### config.mk
export PLATFORM = sky130hd
export DESIGN_NAME = instr_fetch
export DESIGN_NICKNAME = d
export VERILOG_FILES = /design/src/rtl/rv32i_fetch_pkg.sv /design/src/rtl/fetch_fifo.sv /design/src/rtl/instr_fetch.sv
export SDC_FILE = /design/constraint.sdc
export NUM_CORES = 1
export LEC_CHECK = 0
export CORE_ASPECT_RATIO = 0.7
export CORE_MARGIN = 1.5
export CORE_UTILIZATION = 50
export CTS_CLUSTER_SIZE = 16
export DETAILED_ROUTE_END_ITERATION = 8
export DONT_BUFFER_PORTS = 1
export PLACE_DENSITY = 0.72
export RECOVER_POWER = 25
export SETUP_SLACK_MARGIN = 0.05
export SLEW_MARGIN = 10
export SYNTH_ARGS = -nofsm -noshare
export SYNTH_HDL_FRONTEND = slang
export SYNTH_SLANG_ARGS = --single-unit
### constraint.sdc
create_clock -name clk -period 2.7 [get_ports clk]
set_input_delay 0.54 -clock clk [delete_from_list [all_inputs] [get_ports clk]]
set_output_delay 0.54 -clock clk [all_outputs]
set_load 0.005 [all_outputs]
### src/rtl/rv32i_fetch_pkg.sv
// Shared fetch-stage types and constants.
// Build option IFETCH_MISALIGN_CHECK_EN adds the FAULT state for misaligned redirects.
package rv32i_fetch_pkg;

  localparam logic [31:0] NOP_INSTR        = 32'h0000_0013;
  localparam logic [31:0] DEFAULT_RESET_PC = 32'h0000_0000;

`ifdef IFETCH_MISALIGN_CHECK_EN
  typedef enum logic [1:0] {
    ST_RUN   = 2'd0,
    ST_WAIT  = 2'd1,
    ST_DRAIN = 2'd2,
    ST_FAULT = 2'd3
  } fetch_state_e;
`else
  typedef enum logic [1:0] {
    ST_RUN   = 2'd0,
    ST_WAIT  = 2'd1,
    ST_DRAIN = 2'd2
  } fetch_state_e;
`endif

  function automatic logic [31:0] align_word(input logic [31:0] addr);
    return addr & 32'hFFFF_FFFC;
  endfunction

endpackage

### src/rtl/fetch_fifo.sv
// Registered prefetch FIFO: no bypass, flush wins over push/pop, push allowed
// while full when a pop happens in the same cycle.
module fetch_fifo #(
  parameter int               DEPTH       = 2,
  parameter int               WIDTH       = 64,
  parameter logic [WIDTH-1:0] RESET_ENTRY = '0
) (
  input  logic                           clk,
  input  logic                           rst_n,
  input  logic                           flush,
  input  logic                           push,
  input  logic [WIDTH-1:0]               push_data,
  input  logic                           pop,
  output logic [WIDTH-1:0]               head,
  output logic                           full,
  output logic                           empty,
  output logic [$clog2(DEPTH+1)-1:0]     count
);
  localparam int PW = $clog2(DEPTH);
  localparam int CW = $clog2(DEPTH + 1);

  logic [WIDTH-1:0] mem_q [DEPTH];
  logic [WIDTH-1:0] mem_d [DEPTH];
  logic [PW-1:0]    wr_q, wr_d, rd_q, rd_d;
  logic [CW-1:0]    count_q, count_d;
  logic             do_push_s, do_pop_s;

  assign do_pop_s  = pop && !empty;
  assign do_push_s = push && (!full || do_pop_s);

  // Next-state for storage, pointers and occupancy.
  always_comb begin
    mem_d   = mem_q;
    wr_d    = wr_q;
    rd_d    = rd_q;
    count_d = count_q;
    if (flush) begin
      wr_d    = '0;
      rd_d    = '0;
      count_d = '0;
    end else begin
      if (do_push_s) begin
        mem_d[wr_q] = push_data;
        wr_d        = wr_q + PW'(1);
      end
      if (do_pop_s) begin
        rd_d = rd_q + PW'(1);
      end
      count_d = count_q + CW'(do_push_s) - CW'(do_pop_s);
    end
  end

  // State registers.
  always_ff @(posedge clk or negedge rst_n) begin
    if (!rst_n) begin
      for (int i = 0; i < DEPTH; i++) mem_q[i] <= RESET_ENTRY;
      wr_q    <= '0;
      rd_q    <= '0;
      count_q <= '0;
    end else begin
      mem_q   <= mem_d;
      wr_q    <= wr_d;
      rd_q    <= rd_d;
      count_q <= count_d;
    end
  end

  assign head  = mem_q[rd_q];
  assign full  = (count_q == CW'(DEPTH));
  assign empty = (count_q == CW'(0));
  assign count = count_q;

endmodule

### src/rtl/instr_fetch.sv
// Instruction fetch: one outstanding imem request, prefetch FIFO, redirect/drain.
// Build option IFETCH_MISALIGN_CHECK_EN enables sticky fetch_fault on misaligned redirects.
module instr_fetch
  import rv32i_fetch_pkg::*;
#(
  parameter logic [31:0] RESET_PC   = DEFAULT_RESET_PC,
  parameter int          FIFO_DEPTH = 2
) (
  input  logic        clk,
  input  logic        reset,
  output logic        imem_req,
  output logic [31:0] iaddr,
  input  logic        imem_rvalid,
  input  logic [31:0] idata,
  input  logic        redirect_valid,
  input  logic [31:0] redirect_pc,
  output logic        if_valid,
  input  logic        if_ready,
  output logic [31:0] if_instr,
  output logic [31:0] pc,
  output logic        fetch_fault
);
  localparam int CW = $clog2(FIFO_DEPTH + 1);
  localparam int OW = CW + 1;

  fetch_state_e  state_q, state_d, idle_st_s;
  logic [31:0]   fetch_pc_q, fetch_pc_d, iaddr_s, redir_pc_s;
  logic          fault_q, fault_d, run_en_q, run_en_d;
  logic          push_s, pop_s, req_s, full_s, empty_s;
  logic          misalign_s, fault_next_s, space_run_s, space_push_s;
  logic [CW-1:0] count_s;
  logic [63:0]   head_s;

`ifdef IFETCH_MISALIGN_CHECK_EN
  assign redir_pc_s = redirect_pc;
  assign misalign_s = redirect_valid && (redirect_pc[1:0] != 2'b00);
  assign idle_st_s  = fault_next_s ? ST_FAULT : ST_RUN;
`else
  assign redir_pc_s = align_word(redirect_pc);
  assign misalign_s = 1'b0;
  assign idle_st_s  = ST_RUN;
`endif
  assign fault_next_s = fault_q | misalign_s;

  assign pop_s        = !empty_s && if_ready && !redirect_valid;
  // Space checks count the pop (and the push, when a response lands) of this cycle.
  assign space_run_s  = !full_s || pop_s;
  assign space_push_s = (OW'(count_s) + OW'(1) - OW'(pop_s)) < OW'(FIFO_DEPTH);

  // Next-state, request and FIFO control.
  always_comb begin
    state_d    = state_q;
    fetch_pc_d = fetch_pc_q;
    fault_d    = fault_q;
    run_en_d   = 1'b1;
    push_s     = 1'b0;
    req_s      = 1'b0;
    iaddr_s    = fetch_pc_q;
    if (redirect_valid) begin
      fault_d = fault_next_s;
      if (!misalign_s) fetch_pc_d = redir_pc_s;
    end else begin
      fault_d = fault_q;
    end
    case (state_q)
      ST_RUN: begin
        if (redirect_valid) begin
          state_d = idle_st_s;
        end else if (run_en_q && space_run_s) begin
          req_s   = 1'b1;
          state_d = ST_WAIT;
        end else begin
          state_d = ST_RUN;
        end
      end
      ST_WAIT: begin
        if (redirect_valid) begin
          state_d = imem_rvalid ? idle_st_s : ST_DRAIN;
        end else if (imem_rvalid) begin
          push_s     = 1'b1;
          fetch_pc_d = fetch_pc_q + 32'd4;
          iaddr_s    = fetch_pc_q + 32'd4;
          if (space_push_s) begin
            req_s   = 1'b1;
            state_d = ST_WAIT;
          end else begin
            state_d = ST_RUN;
          end
        end else begin
          state_d = ST_WAIT;
        end
      end
      ST_DRAIN: begin
        state_d = imem_rvalid ? idle_st_s : ST_DRAIN;
      end
`ifdef IFETCH_MISALIGN_CHECK_EN
      ST_FAULT: begin
        state_d = ST_FAULT;
      end
`endif
      default: begin
        state_d = ST_RUN;
      end
    endcase
  end

  // State registers; run_en_q holds off the first request until one edge after reset.
  always_ff @(posedge clk or negedge reset) begin
    if (!reset) begin
      state_q    <= ST_RUN;
      fetch_pc_q <= RESET_PC;
      fault_q    <= 1'b0;
      run_en_q   <= 1'b0;
    end else begin
      state_q    <= state_d;
      fetch_pc_q <= fetch_pc_d;
      fault_q    <= fault_d;
      run_en_q   <= run_en_d;
    end
  end

  fetch_fifo #(
    .DEPTH       (FIFO_DEPTH),
    .WIDTH       (64),
    .RESET_ENTRY ({RESET_PC, NOP_INSTR})
  ) u_fifo (
    .clk       (clk),
    .rst_n     (reset),
    .flush     (redirect_valid),
    .push      (push_s),
    .push_data ({fetch_pc_q, idata}),
    .pop       (pop_s),
    .head      (head_s),
    .full      (full_s),
    .empty     (empty_s),
    .count     (count_s)
  );

  assign imem_req    = req_s;
  assign iaddr       = iaddr_s;
  assign if_valid    = !empty_s;
  assign pc          = head_s[63:32];
  assign if_instr    = head_s[31:0];
  assign fetch_fault = fault_q;

endmodule

Word-level counts from Yosys, hierarchy flattened --
Cells that the tools add are included.
Cells by class: $add $sub $neg 7, multipliers 0, divide/modulo/power cells 0, magnitude comparators 4, equality and inequality tests 3, shifts and indexed selects 0, muxes and demuxes 34, bitwise logic cells 3, reduce and logical (&&, ||, !) cells 16
Operators with widths (number):
- 2-to-1 mux 64 bit | 4
- 2-to-1 mux 32 bit | 7
- bitwise mux 128 bit | 1
- demux 64 bit (select 1 bit) | 1
- adder 32 x 3 -> 32 bit, second input constant | 1
- 2-to-1 mux 1 bit | 15
- 2-to-1 mux 2 bit | 4
- logical AND 1 bit | 6
- one-hot mux 2 bit (3 select lines) | 1
- == test 2 bit, second input constant | 2
- greater-or-equal comparator 2 bit, second input constant | 2
- zero test 2 bit | 2
- inverter 1 -> 2 bit | 2
- nonzero test 2 bit | 2
- adder 2 x 1 -> 3 bit, second input constant | 1
- zero test 1 bit | 3
- < comparator 3 x 2 -> 1 bit, second input constant | 1
- subtractor 3 x 1 -> 3 bit | 1
- adder 1 bit, second input constant | 2
- adder 2 x 1 -> 2 bit | 1
- == test 2 x 1 -> 1 bit, second input constant | 1
- logical OR 1 bit | 2
- < comparator 2 x 1 -> 1 bit, second input constant | 1
- one-hot mux 1 bit (2 select lines) | 1
- 3 further kinds | 3
Word-level totals: register bits 167, latch bits 0, RAM bits 0, memory bits (read-only) 0, bits of input ports 69, output and inout port bits 99, word-level logic and storage cells 75, memories 0

Longest topological paths before layout --
Gate-level depths: netlist of run 1.
depth after elaboration 10, depth in mapped cells 8, depth with buffers taken out 7

Cells and area by module --
A second synthesis of run 1 with hierarchy kept.
Unflattened totals: cells, all modules 700, area total of the unflattened synthesis 8593.2 µm²
Modules (own cells, without submodules):
- fetch_fifo | instances 1, cells each 370, area each 5957.0 µm², seq. area each 3310.7 µm²
- instr_fetch | instances 1, cells each 330, area each 2636.3 µm², seq. area each 875.8 µm²

Worst setup path after synthesis of run 1 --
Ideal clock, no wire load.
path kind input to output, start input port redirect_valid, end output port iaddr[31], arrival 1.912 ns, data required time 2.160 ns, slack 0.248 ns, stages on the path 7, buffers on the path 3, cells stage by stage buf_6 nand4bb_1 buf_8 or3b_1 buf_2 or2_4 xnor2_1
On the way: cells in the longest elaborated chain, start to end 2
RTL lines:
- start: declaration | line instr_fetch.sv:15 | input logic redirect_valid,
- 2-to-1 mux 32 bit | line instr_fetch.sv:77 | if (redirect_valid) begin
- 2-to-1 mux 32 bit | line instr_fetch.sv:65 | case (state_q)
- end: declaration | line instr_fetch.sv:12 | output logic [31:0] iaddr,
No other way between the ends.

Final worst setup path of run 1 --
start register fetch_pc_q[6], end output port iaddr[31]
On the way: cells in the longest elaborated chain, start to end 4
RTL lines:
- start: declaration | line instr_fetch.sv:27 | logic [31:0] fetch_pc_q, fetch_pc_d, iaddr_s, redir_pc_s;
- start signal: assignment | line instr_fetch.sv:116 | fetch_pc_q <= fetch_pc_d;
- adder 32 x 3 -> 32 bit | line instr_fetch.sv:82 | iaddr_s = fetch_pc_q + 32'd4;
- 2-to-1 mux 32 bit | line instr_fetch.sv:79 | end else if (imem_rvalid) begin
- 2-to-1 mux 32 bit | line instr_fetch.sv:77
- 2-to-1 mux 32 bit | line instr_fetch.sv:65
No other way between the ends.

==> results of run 1 <==
critical path: cells and delay by family (launching register included):
kind / cells / cell delay, ns
and+or+nand+nor: 4 / 1.10
DFF: 1 / 0.44
xor gates and xnor gates: 1 / 0.16
area by class of cell:
cell class | instances | area share [%]
Timing Repair Buffer | 50 | 4.54
Tap cell | 225 | 2.90
Multi-Input combinational cell | 464 | 42.3
Sequential cell | 167 | 43.3
Clock inverter | 13 | 2.23
Inverter | 3 | 0.116
Clock buffer | 19 | 4.67
state kept, by name (all words and copies together), names as in the netlist:
signal	count
u_fifo.mem_q	128
fetch_pc_q	32
state_q	2
u_fifo.count	2
run_en_q	1
u_fifo.rd_q	1
u_fifo.wr_q	1
worst paths after layout:
kind | slack [ns] | end | start | cells after the start
worst max-delay path | 0.02 | iaddr[31] | fetch_pc_q[6] | 5
worst min-delay path | -0.19 | u_fifo.mem_q[19] | reset | 0
min in group clk | 0.18 | state_q[1] | imem_rvalid | 1
worst min register to register | 0.50 | u_fifo.mem_q[2] | u_fifo.mem_q[2] | 1
max in group asynchronous | 2.63 | u_fifo.mem_q[65] | reset | 0
worst max register to register | 0.57 | u_fifo.mem_q[111] | state_q[0] | 7
stage by stage:
step                      setup slack, ns  total power, mW  util [%]  cell area, sq um
after floorplan                     0.248             4.35         -              8420
after global placement              0.220             4.58      52.9              8670
after detailed placement            0.215             4.67      52.9              8670
after CTS                          0.0308             7.49      58.4              9580
after global routing              -0.0661             7.77      59.2              9700
final                              0.0247             7.43      59.2              9700
synthesized netlist by cell type, types with 3 or more instances:
cell type  instances
buf_6              5
xnor2_1           30
inv_1              3
buf_4             13
clkbuf_1          20
dfrtp_1          161
a21oi_1            3
xor2_1            27
ha_1               3
and2_1             5
nor2b_1            7
mux2_2           187
nand4_1           13
o21ai_1            4
nand3_1            9
mux2_1             7
dfstp_2            6
buf_2             16
nor2_1            29
o21ai_0           24
and3_1             5
nand2_1           59
nor3_1             9
power by group through the flow:
stage	Combinational, mW	Clock, mW	Sequential (mW)
2_1_floorplan	1.13	0	3.22
3_3_place_gp	1.29	0	3.29
3_5_place_dp	1.33	0	3.34
4_1_cts	1.39	2.80	3.30
5_1_grt	1.50	2.90	3.37
6_report	1.39	2.74	3.30
repair_timing:
| action | CTS | global route |
|---|---|---|
| pin swaps | 8 | 10 |
| buffers inserted | 17 | 2 |
| hold endpoints to repair | 167 | 166 |
| resized for setup | 26 | 21 |
| setup endpoints to repair | 14 | 18 |
layer usage:
metal | vias up | track usage, %
li1 | 2421 | -
met1 | 2782 | 29.2
met5 | - | 0
met3 | 22 | 8.45
met4 | 0 | 7.04
met2 | 178 | 36.7
logic make-up after synthesis:
logic type               count (synthesis)  synth area share, %
other                                    2               0.0892
adder cells (fa/ha/maj)                  3                0.446
XOR/XNOR                                57                 5.93
AO/OA/AOI/OAI                           44                 3.08
multiplexers                           195                 26.1
buffers and inverters                   60                 4.07
flip-flops                             167                 49.7
AND/OR/NAND/NOR                        163                 10.6
==> impl_metrics.tcl, run 1 <==
set metrics [dict create \
    cp-end-kind "output pin" \
    clk_path_buf_depth 2 \
    finalNonFillerCells 941 \
    hp-class "primary input to asynchronous set/reset pin" \
    ir_worst_vdd_v 0.000412 \
    wirelength_mm 19.6 \
    synth_nets 763 \
    synthCells 691 \
    synth.distinct_cells 58 \
    first_pass_iters 5 \
    p_clk_share_pct 36.9 \
    startpoint_type "flop" \
    whs_ns -0.187 \
    postRouteAntennaNets 0 \
    drtIter0Drc 337 \
    intPower_mw 5.52 \
    wl_met1_mm 8.28 \
    worstSkewPairLatency_ns 0.43 \
    cap_violations 0 \
    met2_length_mm 9.42 \
    tightest_slew_ns 0.612 \
    cts.clk_slew.worst_paths_ns 0.06 \
    finClkSkew_ns 0.0104 \
    path_class "flop to output pin" \
    antenna_found_initial 0 \
    die_area_sq_um 17600 \
    syn-cell-area_sq_um 8420 \
    final_cell_mix "187 x mux2_2, 150 x dfrtp_1, 57 x nand2_1, 42 x buf_4, 25 x xnor2_1" \
    finalCriticalPeriod_ns 2.68 \
    power_switching_mw 1.91 \
    hold_violations 161 \
    die_x_um 158 \
    final_common_cell "mux2_2" \
    syn_avg_cell_area_sq_um 12.2 \
    ios 168 \
    ys_warn_count 0 \
    dp_hpwl_mm 13.1 \
    synth_edf_count 0 \
    p_per_area_nw_per_um2 766 \
    port_buffers 0 \
    arrival_ns 2.14 \
    fin_crit_sh_pct 99.1 \
    synthToLayoutAreaGrowth_pct 15.3 \
    nFillCells 1275 \
    cp_max_fo 4 \
    yosysSeqAreaShare_pct 49.7 \
    ys_ff_latch 167 \
    sequentialPowerShare_pct 44.5 \
    grt_remaining_overflow 0 \
    drv_slew 0 \
    yosysTopAreaCell "dfrtp_1" \
    synth_top_area_share_pct 47.9 \
    grt_max_degree 168 \
    rsz0062_at_grt "yes" \
    die_y_um 112 \
    setup_tns_ns 0 \
    vias 5403 \
    drive_gt1_share_pct 45.8 \
    highest_layer "met4" \
    grt_pass1_wl_mm 31.0 \
    gp_congestion 0.870 \
    start_util_pct 51.4 \
    path_cells "and4_4, nand4_4, or3b_4, or2_4, xnor2_4" \
    wire_per_inst_um 20.8 \
    cts_tree "done" \
    comb_power_share_pct 18.7 \
    grt_pass1_vias 5686 \
    regArea_sq_um 4200 \
    violations "negative hold slack" \
    critPathMaxStageDelay_ns 0.45 \
    slew_headroom_pct 58.8 \
    multi_input_area_sq_um 4100 \
    rows 39 \
    n_antenna_cell 0 \
    leakagePower_nw 4.29 \
    status "finished, violations left" \
    slowest_stage "or3b_4" \
    yosys-top-cells-area "dfrtp_1 48%, mux2_2 25%, xnor2_1 3.1%, xor2_1 2.8%, nand2_1 2.6%" \
    wl_met3_mm 1.65 \
    cts-root-buf "clkbuf_16" \
    setup_viol 0 \
    fmax_mhz 374 \
    core_area_sq_um 16400 \
    grt_usage_pct 23.0 \
    layout.nets 775 \
    cts-buffers-inserted 17 \
    drc 0 \
    synthFlopType "dfrtp_1" \
    synthArstFlopShare_pct 100 \
    cts_sinks 167 \
    placed_cells_incl_taps 890 \
    switching_share_pct 25.7 \
    required_ns 2.16 \
    viasPerCell 5.74 \
    h-tree-depth 4 \
]
Power figures use the tool's default switching activity.
==> inputs of run 2 (changes only) <==
Clock period 2.7 ns to 3.3 ns, I/O delays scaled along.
==> run 2 against run 1 <==
Net effect: the flow still finishes with violations (negative hold slack); hold slack better by 0.12 ns; register-to-register slack better by 0.36 ns; flip-flop and latch count stayed put; non-clock buffer count is 36 lower; cell count is 3.8% lower; critical path depth stayed put; first-iteration DRC count is 26% higher; utilization is 3.6 points lower; sequential share of layout area is 2.7 points higher; combinational power is 27% lower; critical path type unchanged; critical endpoint unchanged; largest power group unchanged.
==> impl_metrics.tcl, run 2 (synthesized netlist as in run 1, its figures left out) <==
set metrics [dict create \
    postPlaceCellArea_sq_um 8480 \
    reg_top3 "u_fifo.mem_q: 128 flops, fetch_pc_q: 32 flops" \
    die_y_um 112 \
    rsz0062_at_grt "yes" \
    wirelength_mm 18.4 \
    worst_slack_ns 0.127 \
    synthToLayoutAreaGrowth_pct 8.31 \
    cts.clk_slew.worst_paths_ns 0.06 \
    design_area_sq_um 9120 \
    layout.nets 739 \
    ir_worst_vdd_v 0.000312 \
    utilization_pct 55.6 \
    gp_congestion 0.844 \
    cts-root-buf "clkbuf_16" \
    die_area_sq_um 17600 \
    place_worst_setup_slack_ns 0.568 \
    vias 5198 \
    drv_slew 0 \
    violations "negative hold slack" \
    worstSkewPairLatency_ns 0.42 \
    hp-class "primary input to asynchronous set/reset pin" \
    grt_usage_pct 21.8 \
    cap_violations 0 \
    finClkSkew_ns 0.0129 \
    drive_gt1_share_pct 37.9 \
    antenna_found_initial 0 \
    met2_length_mm 8.58 \
    power_mw 5.84 \
    cts-buffers-inserted 17 \
    n_antenna_cell 0 \
    start_util_pct 51.4 \
    port_buffers 0 \
    setup_viol 0 \
    cp-end-kind "output pin" \
    tightest_slew_ns 0.640 \
    largest_reg_flops 128 \
    hold_violations 115 \
    viasPerCell 5.74 \
    startpoint_type "flop" \
    dp_hpwl_mm 12.6 \
    largest-register "u_fifo.mem_q" \
    highest_layer "met4" \
    final_common_cell "mux2_2" \
    h-tree-depth 4 \
    setup_tns_ns 0 \
    p_per_area_nw_per_um2 641 \
    grt_max_degree 168 \
    finalCriticalPeriod_ns 3.17 \
    die_x_um 158 \
    cts_tree "done" \
    final_cell_mix "187 x mux2_2, 159 x dfrtp_1, 58 x nand2_1, 30 x xnor2_1, 29 x nor2_1" \
    r2r_start "state_q[0]" \
    fmax_mhz 315 \
    grt_remaining_overflow 0 \
    status "finished, violations left" \
    cp_max_fo 10 \
    first_pass_iters 4 \
    path_class "flop to output pin" \
    whs_ns -0.0675 \
    postRouteAntennaNets 0 \
    arrival_ns 2.51 \
    drtIter0Drc 425 \
    rows 39 \
    fin_crit_sh_pct 96.2 \
    grt_pass1_vias 5421 \
    clk_path_buf_depth 2 \
    wire_per_inst_um 20.4 \
    slew_headroom_pct 57.0 \
    wl_met3_mm 1.52 \
    crit_start "fetch_pc_q[5]" \
    grt_pass1_wl_mm 29.5 \
    wl_met1_mm 8.00 \
    nFillCells 1344 \
    ios 168 \
    required_ns 2.64 \
    drc 0 \
    cts_sinks 167 \
    leakagePower_nw 4.00 \
    core_area_sq_um 16400 \
]
## run 2: cell types whose count changed in the layout (fill, tap and decap cells not counted), moves of 4 or more
cell        delta
xnor2_1        +5
dfrtp_2        -9
buf_12         -4
xor2_2         -4
dfrtp_1        +9
clkinvlp_4     +4
buf_6          -4
nor2_1         +5
xor2_1         +5
nor2_2         -4
buf_4         -28
## run 2: path summary, 6_finish.rpt
check	slack, ns	to	cells after the start
max reg2reg	0.93	u_fifo.mem_q[2]	6
max	0.13	iaddr[31]	5
max in group asynchronous	3.00	u_fifo.mem_q[0]	0
min	-0.07	u_fifo.mem_q[87]	0
min in group clk	0.30	u_fifo.rd_q	1
min reg2reg	0.50	u_fifo.mem_q[55]	1
## run 2: final cells by class
class / count / area [sq um] / share of cell area, %
flip-flops and latches: 167 / 4190 / 45.9
repair buffers: 14 / 105 / 1.15
clock inverters: 14 / 198 / 2.17
well taps: 225 / 282 / 3.09
inverters: 3 / 11.3 / 0.123
multi-input cells: 464 / 3910 / 42.8
clock buffers: 18 / 429 / 4.71
## run 2: report_power, final
| part | total, mW | internal (mW) | leakage [nW] | switching [mW] |
|---|---|---|---|---|
| combinational | 1.01 | 0.593 | 1.58 | 0.418 |
| clock | 2.10 | 1.27 | 0.290 | 0.829 |
| sequential | 2.73 | 2.46 | 2.13 | 0.267 |
| total | 5.84 | 4.33 | 4.00 | 1.51 |
## run 2: per-layer routing
| metal | global-route usage [%] | up-vias |
|---|---|---|
| met5 | 0 | - |
| met4 | 7.73 | 0 |
| met3 | 7.75 | 21 |
| met2 | 33.5 | 178 |
| met1 | 28.4 | 2644 |
| li1 | - | 2355 |
## run 2: per-stage QoR
step | hold WS, ns | cells
after CTS | -0.0886 | 903
after floorplan | 0.364 | 691
after detailed placement | 0.368 | 871
final | -0.0675 | 905
after global routing | -0.0953 | 905
after global placement | 0.368 | 871
## run 2: timing repair
action | in CTS | in global routing
setup buffers | 0 | 2
setup endpoints to repair | 0 | 5
endpoints found under the hold margin | 161 | 161
gates resized for setup | 0 | 1
## run 2: critical path, cell delays in order (launching register included)
cell and delay [ns]:
dfrtp_1 0.55, and4_4 0.30, nand4_4 0.17, or3b_1 0.51
or2_4 0.30, xnor2_1 0.26
==> inputs of run 3 (changes only) <==
Settings changed: CORE_ASPECT_RATIO 0.7 to not set.
==> run 3 against run 2 <==
Net effect: the flow still finishes with violations (negative hold slack); maximum frequency rose by 0.71%; largest cell class unchanged; routed wire length fell by 2.1%; critical path depth stayed put; utilization shrank 0.61 points.
==> impl_metrics.tcl, run 3 (synthesized netlist as in run 1, its figures left out) <==
set metrics [dict create \
    p_per_area_nw_per_um2 628 \
    fmax_mhz 317 \
    gp_congestion 0.820 \
    postRouteAntennaNets 0 \
    ff2ff_path_depth 6 \
    final_cell_mix "187 x mux2_2, 158 x dfrtp_1, 58 x nand2_1, 30 x xnor2_1, 29 x nor2_1" \
    cts_sinks 167 \
    critPathMaxStageDelay_ns 0.48 \
    die_x_um 133 \
    finalCriticalPeriod_ns 3.15 \
    worst_slack_ns 0.149 \
    slowest_stage "dfrtp_1" \
    die_area_sq_um 17600 \
    fin_crit_sh_pct 95.5 \
    cts-buffers-inserted 17 \
    ir_worst_vdd_v 0.000349 \
    arrival_ns 2.49 \
    utilization_pct 55.0 \
    largest-register "u_fifo.mem_q" \
    placed_cells_incl_taps 867 \
    place_worst_setup_slack_ns 0.472 \
    grt_pass1_vias 5356 \
    first_pass_iters 5 \
    reg_top3 "u_fifo.mem_q: 128 flops, fetch_pc_q: 32 flops" \
    n_antenna_cell 0 \
    hp-class "primary input to asynchronous set/reset pin" \
    setup_tns_ns 0 \
    drv_slew 0 \
    cp-end-kind "output pin" \
    cts_tree "done" \
    synthToLayoutAreaGrowth_pct 7.97 \
    wire_per_inst_um 20.0 \
    setup_viol 0 \
    antenna_found_initial 0 \
    startpoint_type "flop" \
    grt_pass1_wl_mm 29.2 \
    grt_usage_pct 21.3 \
    crit_start "fetch_pc_q[17]" \
    path_cells "and3_1, and3_1, or3b_1, or2_4, xnor2_1" \
    port_buffers 0 \
    cp_max_fo 7 \
    cp.buffers_inverters 0 \
    tightest_slew_ns 0.578 \
    grt_remaining_overflow 0 \
    layout.nets 741 \
    r2r_start "state_q[0]" \
    core_area_sq_um 16500 \
    die_y_um 133 \
    design_area_sq_um 9090 \
    rrSetupSlack_ns 1.10 \
    ios 168 \
    violations "negative hold slack" \
    path_class "flop to output pin" \
    wirelength_mm 18.0 \
    leakagePower_nw 4.01 \
    h-tree-depth 4 \
    drc 0 \
    power_mw 5.70 \
    crit_top_cell "and3_1" \
    viasPerCell 5.69 \
    drtIter0Drc 268 \
    reg2reg_to "u_fifo.mem_q[37]" \
    largest_reg_flops 128 \
    finClkSkew_ns 0.00618 \
    drive_gt1_share_pct 38.0 \
    status "finished, violations left" \
    final_common_cell "mux2_2" \
    vias 5134 \
    cts-root-buf "clkbuf_16" \
    hold_violations 161 \
    whs_ns -0.0607 \
    start_util_pct 51.0 \
    required_ns 2.64 \
    cap_violations 0 \
    postPlaceCellArea_sq_um 8480 \
    dp_hpwl_mm 12.3 \
    critical_path.top_delay_family "simple AND/OR/NAND/NOR gates" \
    rsz0062_at_grt "no" \
    worstSkewPairLatency_ns 0.42 \
    clk_path_buf_depth 2 \
    finalNonFillerCells 902 \
    rows 47 \
    slew_headroom_pct 61.4 \
    grt_max_degree 168 \
    cts.clk_slew.worst_paths_ns 0.06 \
]
run 3: changes by cell type in the layout (fill, tap and decap cells not counted):
cell,before,now
buf_4,14,16
bufinv_16,4,2
clkbuf_1,1,3
clkbuf_8,0,4
clkinv_2,1,4
clkinv_4,0,1
clkinvlp_4,5,1
dfrtp_1,159,158
dfrtp_2,2,3
inv_6,4,0
run 3: repair_timing:
action / in CTS / in global routing
setup buffers: 0 / 3
hold endpoints to repair: 161 / 161
gates resized for setup: 0 / 2
setup endpoints to repair: 0 / 7
run 3: how the worst max path moves through the flow:
stage / to / cells after the start / slack, ns
floorplan: iaddr[31] / 7 / 0.61
detailed placement: iaddr[31] / 4 / 0.47
finish: iaddr[31] / 5 / 0.15
global route: iaddr[31] / 5 / 0.05
CTS: iaddr[22] / 5 / 0.06
global placement: iaddr[31] / 4 / 0.44
run 3: layout make-up:
cell class / instances / area (sq um)
multi-input cells: 464 / 3910
fillers: 1375 / 7430
well taps: 220 / 275
inverters: 3 / 11.3
clock inverters: 8 / 96.3
repair buffers: 16 / 120
flip-flops and latches: 167 / 4190
clock buffers: 24 / 492
run 3: power breakdown:
group          internal [mW]  total [mW]  switching, mW
clock network           1.19        1.96          0.771
logic                  0.594        1.03          0.431
registers               2.46        2.72          0.253
run 3: metal layers:
metal | up-vias | part of all wire, % | wire, um | track usage, %
met1 | 2557 | 41 | 7460 | 25.8
li1 | 2363 | - | - | -
met3 | 36 | 8.6 | 1550 | 8.43
met5 | - | 0 | 0 | 0
met4 | 0 | 2.1 | 380 | 7.33
met2 | 178 | 48 | 8660 | 34.6
